## config.mk

```make
export PLATFORM = sky130hd
export DESIGN_NAME = serial_add_ctrl
export DESIGN_NICKNAME = d
export VERILOG_FILES = /design/src/rtl/serial_add_ctrl.sv
export SDC_FILE = /design/constraint.sdc
export NUM_CORES = 1
export LEC_CHECK = 0
export ABC_CLOCK_PERIOD_IN_PS = 1600
export BUFFER_PORTS_ARGS = -buffer_cell sky130_fd_sc_hd__buf_2
export CORE_MARGIN = 10
export CORE_UTILIZATION = 40
export DETAILED_ROUTE_END_ITERATION = 7
export HOLD_SLACK_MARGIN = 0.12
export PLACE_DENSITY = 0.66
export REMOVE_ABC_BUFFERS = 1
export SLEW_MARGIN = 20
export SYNTH_ARGS = -nofsm -noshare
export SYNTH_HDL_FRONTEND = slang
export SYNTH_SLANG_ARGS = --single-unit
```

## constraint.sdc

```tcl
create_clock -name clk -period 1.6 [get_ports clk]
set_clock_uncertainty 0.15 [all_clocks]
set_input_delay 0 -clock clk [delete_from_list [all_inputs] [get_ports clk]]
set_output_delay 0 -clock clk [all_outputs]
set_load 0.1 [all_outputs]
```

## src/rtl/serial_add_ctrl.sv

```systemverilog
// Bit-serial add/subtract controller.
// One full_adder is reused for every bit position, LSB first. The carry
// flip-flop links one bit to the next. A registered result with carry-out
// and signed overflow is published on a one-cycle done pulse.

// One-bit full adder shared by all bit positions of the serial datapath.
module full_adder (
  input  logic a,
  input  logic b,
  input  logic c_in,
  output logic s,
  output logic c_out
);

  assign s     = a ^ b ^ c_in;
  assign c_out = (a & b) | (c_in & (a ^ b));

endmodule

module serial_add_ctrl #(
  parameter int WIDTH = 8
) (
  input  logic             clk,
  input  logic             rst,
  input  logic             start,
  input  logic             sub,
  input  logic [WIDTH-1:0] a,
  input  logic [WIDTH-1:0] b,
  output logic             busy,
  output logic             done,
  output logic [WIDTH-1:0] sum,
  output logic             c_out,
  output logic             overflow
);

  localparam int CW = (WIDTH > 1) ? $clog2(WIDTH) : 1;

  typedef enum logic [1:0] {
    S_IDLE,
    S_RUN,
    S_DONE
  } state_t;

  state_t state_reg, state_next;

  logic [WIDTH-1:0] a_sh_reg;
  logic [WIDTH-1:0] b_sh_reg;
  // Holds the WIDTH-1 low result bits. The MSB comes straight from the
  // adder in the final cycle.
  logic [WIDTH-2:0] psum_reg;
  logic [CW-1:0]    cnt_reg;
  logic             carry_reg;
  logic [WIDTH-1:0] sum_reg;
  logic             c_out_reg;
  logic             overflow_reg;

  logic             accept;
  logic             last_bit;
  logic             fa_s;
  logic             fa_c;
  logic [WIDTH-1:0] b_load;
  logic [WIDTH-1:0] psum_cat;

  // Subtraction is a + ~b + 1. Each B bit is inverted by sub, and the +1
  // comes in through the carry flip-flop.
  generate
    for (genvar gi = 0; gi < WIDTH; gi++) begin : g_b_inv
      assign b_load[gi] = b[gi] ^ sub;
    end
  endgenerate

  full_adder u_fa (
    .a     (a_sh_reg[0]),
    .b     (b_sh_reg[0]),
    .c_in  (carry_reg),
    .s     (fa_s),
    .c_out (fa_c)
  );

  // The new bit enters at the top. After the last cycle the whole
  // concatenation is the result.
  assign psum_cat = {fa_s, psum_reg};
  assign last_bit = (cnt_reg == CW'(WIDTH - 1));

  // State register.
  always_ff @(posedge clk) begin
    if (rst) begin
      state_reg <= S_IDLE;
    end else begin
      state_reg <= state_next;
    end
  end

  // Next-state logic and the accept strobe.
  always_comb begin
    state_next = state_reg;
    accept     = 1'b0;
    case (state_reg)
      S_IDLE: begin
        if (start) begin
          accept     = 1'b1;
          state_next = S_RUN;
        end
      end
      S_RUN: begin
        if (last_bit) begin
          state_next = S_DONE;
        end
      end
      S_DONE: begin
        if (start) begin
          accept     = 1'b1;
          state_next = S_RUN;
        end else begin
          state_next = S_IDLE;
        end
      end
      default: state_next = S_IDLE;
    endcase
  end

  // Serial datapath: operand load, one bit per cycle, result capture.
  always_ff @(posedge clk) begin
    if (rst) begin
      a_sh_reg     <= '0;
      b_sh_reg     <= '0;
      psum_reg     <= '0;
      cnt_reg      <= '0;
      carry_reg    <= 1'b0;
      sum_reg      <= '0;
      c_out_reg    <= 1'b0;
      overflow_reg <= 1'b0;
    end else if (accept) begin
      a_sh_reg  <= a;
      b_sh_reg  <= b_load;
      psum_reg  <= '0;
      cnt_reg   <= '0;
      carry_reg <= sub;
    end else if (state_reg == S_RUN) begin
      a_sh_reg  <= a_sh_reg >> 1;
      b_sh_reg  <= b_sh_reg >> 1;
      psum_reg  <= psum_cat[WIDTH-1:1];
      carry_reg <= fa_c;
      cnt_reg   <= cnt_reg + CW'(1);
      if (last_bit) begin
        sum_reg      <= psum_cat;
        c_out_reg    <= fa_c;
        // Signed overflow: the carry into the MSB differs from the carry out of it.
        overflow_reg <= carry_reg ^ fa_c;
      end
    end
  end

  assign busy     = (state_reg == S_RUN);
  assign done     = (state_reg == S_DONE);
  assign sum      = sum_reg;
  assign c_out    = c_out_reg;
  assign overflow = overflow_reg;

endmodule

```

# Word level (Yosys, flattened, before mapping)
# Cells that the tools add are included.
# word_totals
memories	0
mem_bits_ro	0
inputBits	20
latch_bits	0
word_cells	48
mem_bits_rw	0
ff_bits	39
# op_classes
n_div	0
order_cmp	0
muxes	12
add_sub_neg	1
bitwise_logic	15
reduce_logical	6
n_shift	0
n_mul	0
eq_ne	5
# op_table
cell	count
2-to-1 mux 8 bit	4
XOR 1 bit	11
one-hot mux 2 bit (3 select lines)	1
2-to-1 mux 1 bit	5
2-to-1 mux 2 bit	2
OR reduction 2 bit	2
adder 3 x 1 -> 3 bit (second input constant)	1
== test 3 bit (second input constant)	1
AND reduction 3 bit	1
bitwise AND 1 bit	2
== test 2 x 1 -> 1 bit (second input constant)	1
== test 2 bit (second input constant)	1
zero test 2 bit	1
!= test 2 x 1 -> 1 bit (second input constant)	1
!= test 2 bit (second input constant)	1
AND reduction 2 bit	1
nonzero test 2 bit	1
NOT 1 bit	1
bitwise OR 1 bit	1

# Longest topological paths before layout
# Gate-level depths: netlist of run 1.
# logic_depth
depth_word	5
mapped_depth	6
ltp_nobuf	5

# By module
# Synthesis of run 1 repeated with hierarchy kept, for this count alone.
# hier_totals
cells_unflattened	186
area_unflattened_um2	1615.3
# modules_own_cells
module	cells_each	area_per_inst_um2	n_inst
serial_add_ctrl	185	1595.3	1
full_adder	1	20.0	1

# Least setup slack after synthesis of run 1
# Ideal clock, no wire load.
# synth_timing
kind	reg2out
from	reg state_reg[1]
to	out done
path_slack_ns	-0.227
t_arrival_ns	1.677
t_required_ns	1.450
path_stages_with_launch	2
path_buffers	0
path_cell_list	dfxtp_1 -> nor2b_1
# synth_between
elab_chain_cells	1
# synth_rtl
element	line_no	text
start, declared	44	state_t state_reg, state_next;
start signal, assigned	90	state_reg <= state_next;
== test 2 bit	155	assign done = (state_reg == S_DONE);
end, declared	30	output logic done,
# No other way between the ends.

# Worst setup path in the final report of run 1
# layout_timing
from	in b[7]
to	reg b_sh_reg[7]
# layout_between
elab_chain_cells	2
# layout_rtl
element	line_no	text
start, declared	28	input logic [WIDTH-1:0] b,
XOR 1 bit	68	assign b_load[gi] = b[gi] ^ sub;
2-to-1 mux 8 bit	133	end else if (accept) begin
end signal, assigned	135	b_sh_reg <= b_load;
end signal, assigned	141	b_sh_reg <= b_sh_reg >> 1;
end, declared	47	logic [WIDTH-1:0] b_sh_reg;
# No other way between the ends.
# A chain may end at the register's enable or synchronous reset.

==> results.ini, run 1 <==
[logic_synthesis]
synthMostInstantiatedCell = nand2_1
synth_area_leaders = dfxtp_1 (49%), nand2_1 (10%), a21oi_1 (7.5%), nor3_1 (5.0%), xor2_1 (4.4%)
synth-main-ff-cell = dfxtp_1
yosysUniqueCellTypes = 24
syn_area_per_cell_um2 = 8.48
synth_top_area_share_pct = 49.0
syn_inst = 188
synth_commonest_cells = nand2_1 (44), dfxtp_1 (39), a21oi_1 (24), nor3_1 (16)
synth-seq-cells = 39
ys_seq_area_share_pct = 49.0
async_reset_ff_share_pct = 0
synth_top_cell_by_area = dfxtp_1
netlist_area_mm2 = 0.00159
yosys_warnings = 0
synth-edff-count = 0

[cells_and_area]
final_util_pct = 57.0
seqCellArea_um2 = 781
fin_area_mm2 = 0.00213
multi_input_area_um2 = 733
syn_to_final_growth_pct = 33.8
fillCellCount = 348
diodes = 0
nNetsFinal = 265
drive_gt1_share_pct = 20.6

[clock_network]
cts_tree = yes
cts-root-buf = clkbuf_8
cts_buffer_depth = 2
post_cts_buffers = 0
cts.sinks = 39
htreeDepth = 2
clk_pin_slew_ps = 70
clock_latency_ps = 290
cts_made_buffers = 5

[route]
drtAntennaViolNets = 0
wirelength_um = 3720
vias = 1453
drt_iter0_drc = 55
routedWlPerCell_um = 12.8
firstDrtPassIters = 4
vias_per_cell = 4.99
remaining_drc_errors = 0

[power]
finalPower_mw = 1.98
p_leak_nw = 0.849
ir_worst_vdd_v = 0.000650
power.density_mw_per_mm2 = 930

[timing]
setup_tns_ps = 0
hold_viol = 0
fmax_mhz = 646
max_slew_margin_pct = 67.1
finalCritPeriodShare_pct = 96.8
drv_slew = 0
min_period_ps = 1550
setup_viol = 0
final.setup.worst_slack_ps = 51.6
worst_slew_pin_slew_ps = 498

[grt]
grt_max_degree = 27
grt_usage_pct = 10.7
grt_pass1_wl_um = 6440
gr-total-overflow = 0
antenna_found_initial = 0
grt_pass1_vias = 1444

[die]
dieArea_mm2 = 0.00691
start_util_pct = 42.6
dieWidth_um = 83.1
core_area_mm2 = 0.00374
die-height_um = 83.1
design.portCount = 32
num_rows = 22

[worst_setup_path]
worstReg2RegStart = state_reg[1]
r2r_end = carry_reg
crit_fanout = 1
cp-endpoint = b_sh_reg[7]
required_ps = 1670
r2r_cells = 4
rrSetupSlack_ps = 120
worst-setup-path-type = input port to register
worstSetupStartpointType = input port
crit_start = b[7]
arrival_ps = 1620
cp-end-kind = register

[placed_design]
dpl.hpwl_um = 2380
place_area_mm2 = 0.00181
gp_congestion = 0.739
dp_worst_setup_slack_ps = 31.2
io_buffer_count = 31

[status]
status = completed

[worst_hold_path]
hp-start = sum[5]
hold_path_class = register to register

[run]
maxCapViolCount = 0

per-stage QoR:
stage | hold WS [ps] | std cells
2_1_floorplan | -80.9 | 174
3_3_place_gp | 95.3 | 260
3_5_place_dp | 107 | 260
4_1_cts | 306 | 291
5_1_grt | 323 | 291
6_report | 304 | 291
worst min-delay path by stage:
stage                     depth (start not counted)  slack [ps]     endpoint
after floorplan                                   1         -80  a_sh_reg[0]
after CTS                                         2         310       sum[0]
after detailed placement                          3         110  a_sh_reg[7]
after global routing                              2         320       sum[5]
final                                             2         300       sum[5]
after global placement                            3         100  a_sh_reg[7]
metal layers:
metal | wire [um] | GRT usage [%] | part of all wire (%)
met1 | 1670 | 12.4 | 45
met2 | 1810 | 17.7 | 49
met3 | 215 | 5.08 | 5.8
met4 | 30 | 1.85 | 0.81
met5 | 0 | 0 | 0
cell usage in the layout (no fill, tap or decap), drive strengths merged:
| master | count |
|---|---|
| nand2 | 44 |
| dfxtp | 39 |
| buf | 38 |
| a21oi | 24 |
| dlygate4sd3 | 23 |
| nor3 | 16 |
| xor2 | 8 |
| o22ai | 8 |
| nor2 | 7 |
| nand3 | 6 |
| clkbuf | 5 |
| a22oi | 4 |
| nand2b | 3 |
| a311oi | 3 |
| clkinv | 3 |
| nor2b | 2 |
| xnor2 | 2 |
| ha | 2 |
| inv | 1 |
| nand3b | 1 |
| and3b | 1 |
| a211oi | 1 |
| o21a | 1 |
| fa | 1 |
kinds of logic after synthesis:
kind of cell | after synthesis | synth area share, %
AO/OA/AOI/OAI | 41 | 15.2
buffers and inverters | 15 | 5.65
adder cells (fa/ha/maj) | 3 | 2.83
XOR/XNOR | 10 | 5.49
flip-flops | 39 | 49.0
AND/OR/NAND/NOR | 80 | 21.9
final cells by class:
type                       instances  share of cell area [%]
clock buffer                       5                    3.23
clock inverter                     3                   0.704
inverter                           1                   0.411
multi-input combinational        134                    34.4
sequential                        39                    36.6
tap                               48                    2.82
timing repair buffer              61                    21.8
report_power, final:
part           switching [mW]  leakage, nW  internal [mW]
Combinational           0.164        0.483          0.147
Sequential             0.0278        0.318           1.02
Clock                   0.330       0.0477          0.298
worst max-delay path, stage by stage:
cell and delay, ps:
dlygate4sd3_1 540, buf_2 130, xor2_1 140, dlygate4sd3_1 580
nand2_1 80, a21oi_2 150
timing repair:
item | in CTS | in global routing
endpoints found under the hold margin | 19 | 0
hold buffers | 23 | 0
endpoints found under the setup margin | 0 | 12
resized for setup | 0 | 4
Note: power is estimated with default switching activity, not from simulation.
==> run 2, diff against run 1 <==
--- a/config.mk
+++ b/config.mk
@@ -5,6 +5,7 @@
 export SDC_FILE = /design/constraint.sdc
 export NUM_CORES = 1
 export LEC_CHECK = 0
+export ABC_AREA = 1
 export ABC_CLOCK_PERIOD_IN_PS = 1600
 export BUFFER_PORTS_ARGS = -buffer_cell sky130_fd_sc_hd__buf_2
 export CORE_MARGIN = 10
==> run 2 against run 1 <==
Against the previous run: clock power grew 7.2%; sequential power hardly changed; routed wire length is 11% higher; via count rose by 11%; flip-flop and latch count unchanged; critical path depth shrank 2; combinational power is 8.4% higher; count of clock-buffer cells in the layout up 1; critical endpoint is now busy.
==> results.ini, run 2 <==
[power]
ir_worst_vdd_v = 0.000383  ; -41%
finalPower_mw = 2.06  ; +4.1%
power.density_mw_per_mm2 = 911  ; -2.0%
p_leak_nw = 1.12  ; +32%

[cells_and_area]
drive_gt1_share_pct = 18.5  ; -2.1 points
nNetsFinal = 321  ; +21%
final_cell_mix = nand2_1 (58), dfxtp_1 (38), nor2_1 (35)
syn_to_final_growth_pct = 29.8
diodes = 0  ; unchanged
fin_area_mm2 = 0.00226  ; +6.2%
layoutNonFillerInstCount = 348  ; +20%
layout_commonest_cell = nand2_1

[clock_network]
cts_made_buffers = 5  ; unchanged
clock_latency_ps = 290  ; about the same
cts_tree = yes
cts.sinks = 39  ; unchanged
post_cts_buffers = 0  ; unchanged
clk_pin_slew_ps = 70  ; about the same
htreeDepth = 2  ; unchanged
cts_buffer_depth = 2  ; unchanged
cts-root-buf = clkbuf_8

[die]
dieArea_mm2 = 0.00740  ; +7.1%
dieWidth_um = 86.0  ; +3.5%
start_util_pct = 42.4  ; -0.20 points
die-height_um = 86.0  ; +3.5%
num_rows = 23  ; +4.5%
core_area_mm2 = 0.00412  ; +9.9%
design.portCount = 32  ; unchanged

[logic_synthesis]
synth_top_cell_by_area = dfxtp_1
syn_area_per_cell_um2 = 7.21  ; -15%
synthMostInstantiatedCell = nand2_1
synth_xor_area_share_pct = 1.00  ; -4.5 points
synth-edff-count = 0  ; unchanged
yosysUniqueCellTypes = 19  ; -21%
ys_seq_area_share_pct = 44.8  ; -4.2 points
synth-main-ff-cell = dfxtp_1
syn_inst = 242  ; +29%
synth_compound_area_share_pct = 12.3  ; -2.8 points
async_reset_ff_share_pct = 0  ; unchanged
synth_commonest_cells = nand2_1 (58), dfxtp_1 (39), nor2_1 (35), inv_1 (22), o21ai_0 (19)
synth-simple-area-share_pct = 29.1  ; +7.2 points
synth_area_leaders = dfxtp_1 (45%), nand2_1 (12%), nor2_1 (7.5%), o21ai_0 (5.5%), a21oi_1 (5.2%)
synth-seq-cells = 39  ; unchanged
synth_top_area_share_pct = 44.8  ; -4.2 points
synth_top_family_by_area = simple AND/OR/NAND/NOR gates
synthMuxAreaShare_pct = 0  ; unchanged
yosys_warnings = 0  ; unchanged
synth_fa_ha_area_share_pct = 2.58  ; -0.24 points
netlist_area_mm2 = 0.00174  ; +9.4%

[route]
vias = 1618  ; +11%
vias_per_cell = 4.65  ; -6.9%
remaining_drc_errors = 0  ; unchanged
wirelength_um = 4140  ; +11%
drt_iter0_drc = 78  ; +42%
drtAntennaViolNets = 0  ; unchanged
firstDrtPassIters = 4  ; unchanged
routedWlPerCell_um = 11.9  ; -6.8%

[worst_setup_path]
crit_fanout = 11  ; +10
arrival_ps = 1340  ; -280 ps
required_ps = 1450  ; -220 ps
worst-setup-path-type = register to primary output
worstSetupStartpointType = register
cp-end-kind = primary output
r2r_cells = 7  ; +3

[grt]
grt_pass1_wl_um = 7200  ; +12%
grtUsageMet2_pct = 19.5  ; +1.8 points
gr-total-overflow = 0  ; unchanged
met1_usage_pct = 13.5  ; +1.1 points
antenna_found_initial = 0  ; unchanged
grt_pass1_vias = 1569  ; +8.7%
grt_max_degree = 24  ; -11%
grt_util_met3_pct = 3.97  ; -1.1 points
grt_usage_pct = 11.9  ; +1.2 points
busiest_layer = met2

[placed_design]
io_buffer_count = 31  ; unchanged
dpl.hpwl_um = 2810  ; +18%
place_area_mm2 = 0.00194  ; +7.3%
gp_congestion = 0.749  ; +1.3%
place_inst = 318  ; +22%

[worst_hold_path]
hold_path_class = input port to register
min_path_cells = 5  ; +3

[timing]
rsz0062_at_grt = no
drv_slew = 0  ; unchanged
fmax_mhz = 670  ; +3.8%
hold_viol = 0  ; unchanged
setup_viol = 0  ; unchanged
max_slew_margin_pct = 67.5  ; +0.49 points
holdWs_ps = 112  ; -193 ps
finalCritPeriodShare_pct = 93.3  ; -3.5 points
worst_slew_pin_slew_ps = 490  ; -7.43 ps
min_period_ps = 1490  ; -56.3 ps

[run]
maxCapViolCount = 0  ; unchanged

[status]
status = completed

-- run 2: cell types whose count changed after synthesis, sizes merged, moves of 4 or more --
cell,previous run,this run
nor2,7,37
inv,1,27
o21ai,0,25
nand2,44,61
nor3,16,4
nand3,6,15
o22ai,8,0
a21oi,24,18
xor2,8,2
a22oi,4,0
buf,11,7
-- run 2: worst paths after layout --
path	start	to	slack (ps)
hold / removal	sub	b_sh_reg[7]	110
setup reg to reg	cnt_reg[0]	sum[7]	140
setup / recovery	state_reg[0]	busy	110
hold reg to reg	b_sh_reg[7]	b_sh_reg[7]	310
-- run 2: cells by family after synthesis --
group | Yosys count
DFF | 39
xor gates and xnor gates | 2
AOI/OAI and AO/OA | 43
adders and majority gates | 3
buffers and inverters | 37
and+or+nand+nor | 118
-- run 2: metal layers --
metal / up-vias / part of all wire [%]
met2: 21 / 49
met4: 0 / 1.3
met5: - / 0
met3: 4 / 4.6
met1: 723 / 45
li1: 870 / -
-- run 2: where the power goes --
part	internal, mW	switching, mW	total, mW
clock network	0.338	0.335	0.673
logic	0.147	0.190	0.337
registers	1.02	0.0318	1.05
-- run 2: repair_timing --
item | CTS | global route
gates resized for setup | 0 | 6
setup endpoints to repair | 0 | 7
hold buffers | 22 | 1
hold endpoints to repair | 23 | 1
-- run 2: per-stage QoR --
| stage | setup slack, ps | utilization, % | TNS [ps] |
|---|---|---|---|
| 2_1_floorplan | -248 | - | -459 |
| 3_3_place_gp | 187 | 47.1 | 0 |
| 3_5_place_dp | 135 | 47.1 | 0 |
| 4_1_cts | 2.69 | 54.5 | 0 |
| 5_1_grt | 16.6 | 55.0 | 0 |
| 6_report | 108 | 55.0 | 0 |
-- run 2: cell type report --
type / count / area, um^2
fill: 407 / 1850
multi-input combinational: 166 / 785
sequential: 39 / 782
timing repair buffer: 59 / 447
inverter: 27 / 101
clock buffer: 6 / 82.6
tap: 50 / 62.6
clock inverter: 1 / 5.00
-- run 2: worst max-delay path, cell delays in order (launching register included) --
cell and delay [ps]:
dfxtp_2 410, inv_2 80, nor2_4 150, buf_4 220
buf_12 190
==> run 3, diff against run 2 <==
--- a/config.mk
+++ b/config.mk
@@ -7,12 +7,11 @@
 export LEC_CHECK = 0
 export ABC_AREA = 1
 export ABC_CLOCK_PERIOD_IN_PS = 1600
-export BUFFER_PORTS_ARGS = -buffer_cell sky130_fd_sc_hd__buf_2
+export BUFFER_PORTS_ARGS = -buffer_cell sky130_fd_sc_hd__buf_4
 export CORE_MARGIN = 10
 export CORE_UTILIZATION = 40
 export DETAILED_ROUTE_END_ITERATION = 7
 export HOLD_SLACK_MARGIN = 0.12
-export PLACE_DENSITY = 0.66
 export REMOVE_ABC_BUFFERS = 1
 export SLEW_MARGIN = 20
 export SYNTH_ARGS = -nofsm -noshare
==> run 3 against run 2 <==
Against the previous run: maximum frequency up 1.1%; flip-flop and latch count unchanged; critical path depth up 3; non-clock buffer count down 3; cell count down 0.57%; cell area up 2.2%; largest cell class unchanged; highest routed layer unchanged.
==> results.ini, run 3 (synthesis results as in run 2) <==
[status]
status = completed

[worst_setup_path]
r2r_cells = 7  ; unchanged
crit_start = cnt_reg[0]
arrival_ps = 1520  ; +180 ps
crit_fanout = 6  ; -5
cp-end-kind = register
rrSetupSlack_ps = 120  ; -20 ps
worstSetupStartpointType = register
r2r_end = sum[0]
worst-setup-path-type = register to register
required_ps = 1650  ; +200 ps
cp-endpoint = sum[0]
worstReg2RegStart = cnt_reg[0]

[grt]
antenna_found_initial = 0  ; unchanged
gr-total-overflow = 0  ; unchanged
grt_max_degree = 24  ; unchanged
grt_usage_pct = 11.7  ; -0.24 points
grt_pass1_vias = 1482  ; -5.5%
grt_pass1_wl_um = 7060  ; -1.9%

[route]
remaining_drc_errors = 0  ; unchanged
routedWlPerCell_um = 11.9  ; about the same
vias = 1594  ; -1.5%
drtAntennaViolNets = 0  ; unchanged
vias_per_cell = 4.61  ; -0.91%
drt_iter0_drc = 80  ; +2.6%
wirelength_um = 4120  ; -0.58%
firstDrtPassIters = 4  ; unchanged

[clock_network]
clk_pin_slew_ps = 80  ; about the same
cts_buffer_depth = 2  ; unchanged
htreeDepth = 2  ; unchanged
cts-root-buf = clkbuf_8
cts_tree = yes
cts_made_buffers = 5  ; unchanged
cts.sinks = 39  ; unchanged
clock_latency_ps = 300  ; about the same

[run]
maxCapViolCount = 0  ; unchanged

[timing]
setup_tns_ps = 0  ; unchanged
worst_slew_pin_slew_ps = 351  ; -139 ps
fmax_mhz = 677  ; +1.1%
rsz0062_at_grt = no
min_period_ps = 1480  ; -15.5 ps
setup_viol = 0  ; unchanged
max_slew_margin_pct = 76.5  ; +9.0 points
hold_viol = 0  ; unchanged
finalCritPeriodShare_pct = 92.3  ; -0.97 points
drv_slew = 0  ; unchanged

[cells_and_area]
nNetsFinal = 318  ; -0.93%
final_cell_mix = nand2_1 (58), dfxtp_1 (39), buf_4 (36)
fillCellCount = 397  ; -2.5%
seqCellArea_um2 = 781  ; -0.16%
diodes = 0  ; unchanged
layout_commonest_cell = nand2_1
drive_gt1_share_pct = 18.9  ; +0.46 points
multi_input_area_um2 = 785  ; unchanged
final_util_pct = 56.2  ; +1.2 points
syn_to_final_growth_pct = 32.6

[worst_hold_path]
hp-start = a_sh_reg[7]
hold_path_class = register to register

[power]
p_sw_share_pct = 26.2  ; -0.76 points
ir_worst_vdd_v = 0.000457  ; +19%
finalPower_mw = 2.22  ; +7.4%
p_sw_uw = 581  ; +4.4%
pwr-share-comb_pct = 15.5  ; -0.8 points
p_leak_nw = 1.13  ; +0.28%
intPower_mw = 1.64  ; +8.5%
p_clk_share_pct = 37.1  ; +4.5 points
seq_power_share_pct = 47.5  ; -3.6 points
power.density_mw_per_mm2 = 958  ; +5.2%

[placed_design]
gp_congestion = 0.785  ; +4.8%
io_buffer_count = 31  ; unchanged
dpl.hpwl_um = 2740  ; -2.6%

[die]
dieWidth_um = 86.0  ; unchanged
die-height_um = 86.0  ; unchanged
core_area_mm2 = 0.00412  ; unchanged
design.portCount = 32  ; unchanged
num_rows = 23  ; unchanged
start_util_pct = 42.4  ; unchanged
dieArea_mm2 = 0.00740  ; unchanged

==> run 3: layout make-up <==
class                           count  area share, %
Inverter                           27           4.38
Clock inverter                      3           1.89
Clock buffer                        5           2.97
Tap cell                           50           2.70
Timing Repair Buffer               56           20.4
Multi-Input combinational cell    166           33.9
Sequential cell                    39           33.7
==> run 3: repair_timing <==
| action | in CTS | in global routing |
|---|---|---|
| gates resized for setup | 1 | 1 |
| setup buffers | 2 | 0 |
| cloned | 0 | 0 |
| endpoints found under the setup margin | 1 | 1 |
| hold buffers | 19 | 0 |
| pin swaps | 1 | 0 |
| endpoints found under the hold margin | 39 | 0 |
==> run 3: metrics by stage <==
| step | setup slack (ps) | hold slack (ps) | instances | instance area [um^2] |
|---|---|---|---|---|
| global placement | 178 | 94.6 | 317 | 1990 |
| CTS | 119 | 315 | 346 | 2310 |
| floorplan | -248 | -80.9 | 232 | 1670 |
| global route | 36.1 | 332 | 346 | 2310 |
| finish | 123 | 313 | 346 | 2310 |
| detailed placement | 133 | 92.1 | 317 | 1990 |
==> run 3: how the worst min path moves through the flow <==
stage                       end  cells after the start
global placement    b_sh_reg[7]                      2
global route        a_sh_reg[7]                      2
finish              a_sh_reg[7]                      2
CTS                 a_sh_reg[7]                      2
detailed placement  a_sh_reg[0]                      2
floorplan           a_sh_reg[0]                      1
==> run 3: metal layers <==
metal | GRT usage, % | wire (um) | up-vias | share of wire [%]
met4 | 5.39 | 85 | 0 | 2.1
li1 | - | - | 862 | -
met3 | 3.97 | 197 | 8 | 4.8
met5 | 0 | 0 | - | 0
met1 | 15.1 | 2020 | 697 | 49
met2 | 17.0 | 1820 | 27 | 44
==> run 3: power by group through the flow <==
stage               Clock, mW  Sequential, mW  Combinational [mW]
floorplan                   0            1.07               0.192
global placement            0            1.08               0.295
CTS                     0.838            1.05               0.344
global route            0.882            1.06               0.386
detailed placement          0            1.08               0.297
finish                  0.822            1.05               0.343
==> run 3: worst max-delay path: stages (launching register included) <==
cell	delay, ps
dfxtp_1	330
ha_1	200
ha_1	170
inv_1	110
nor2_4	70
buf_4	150
o21ai_0	150
nor2_1	50
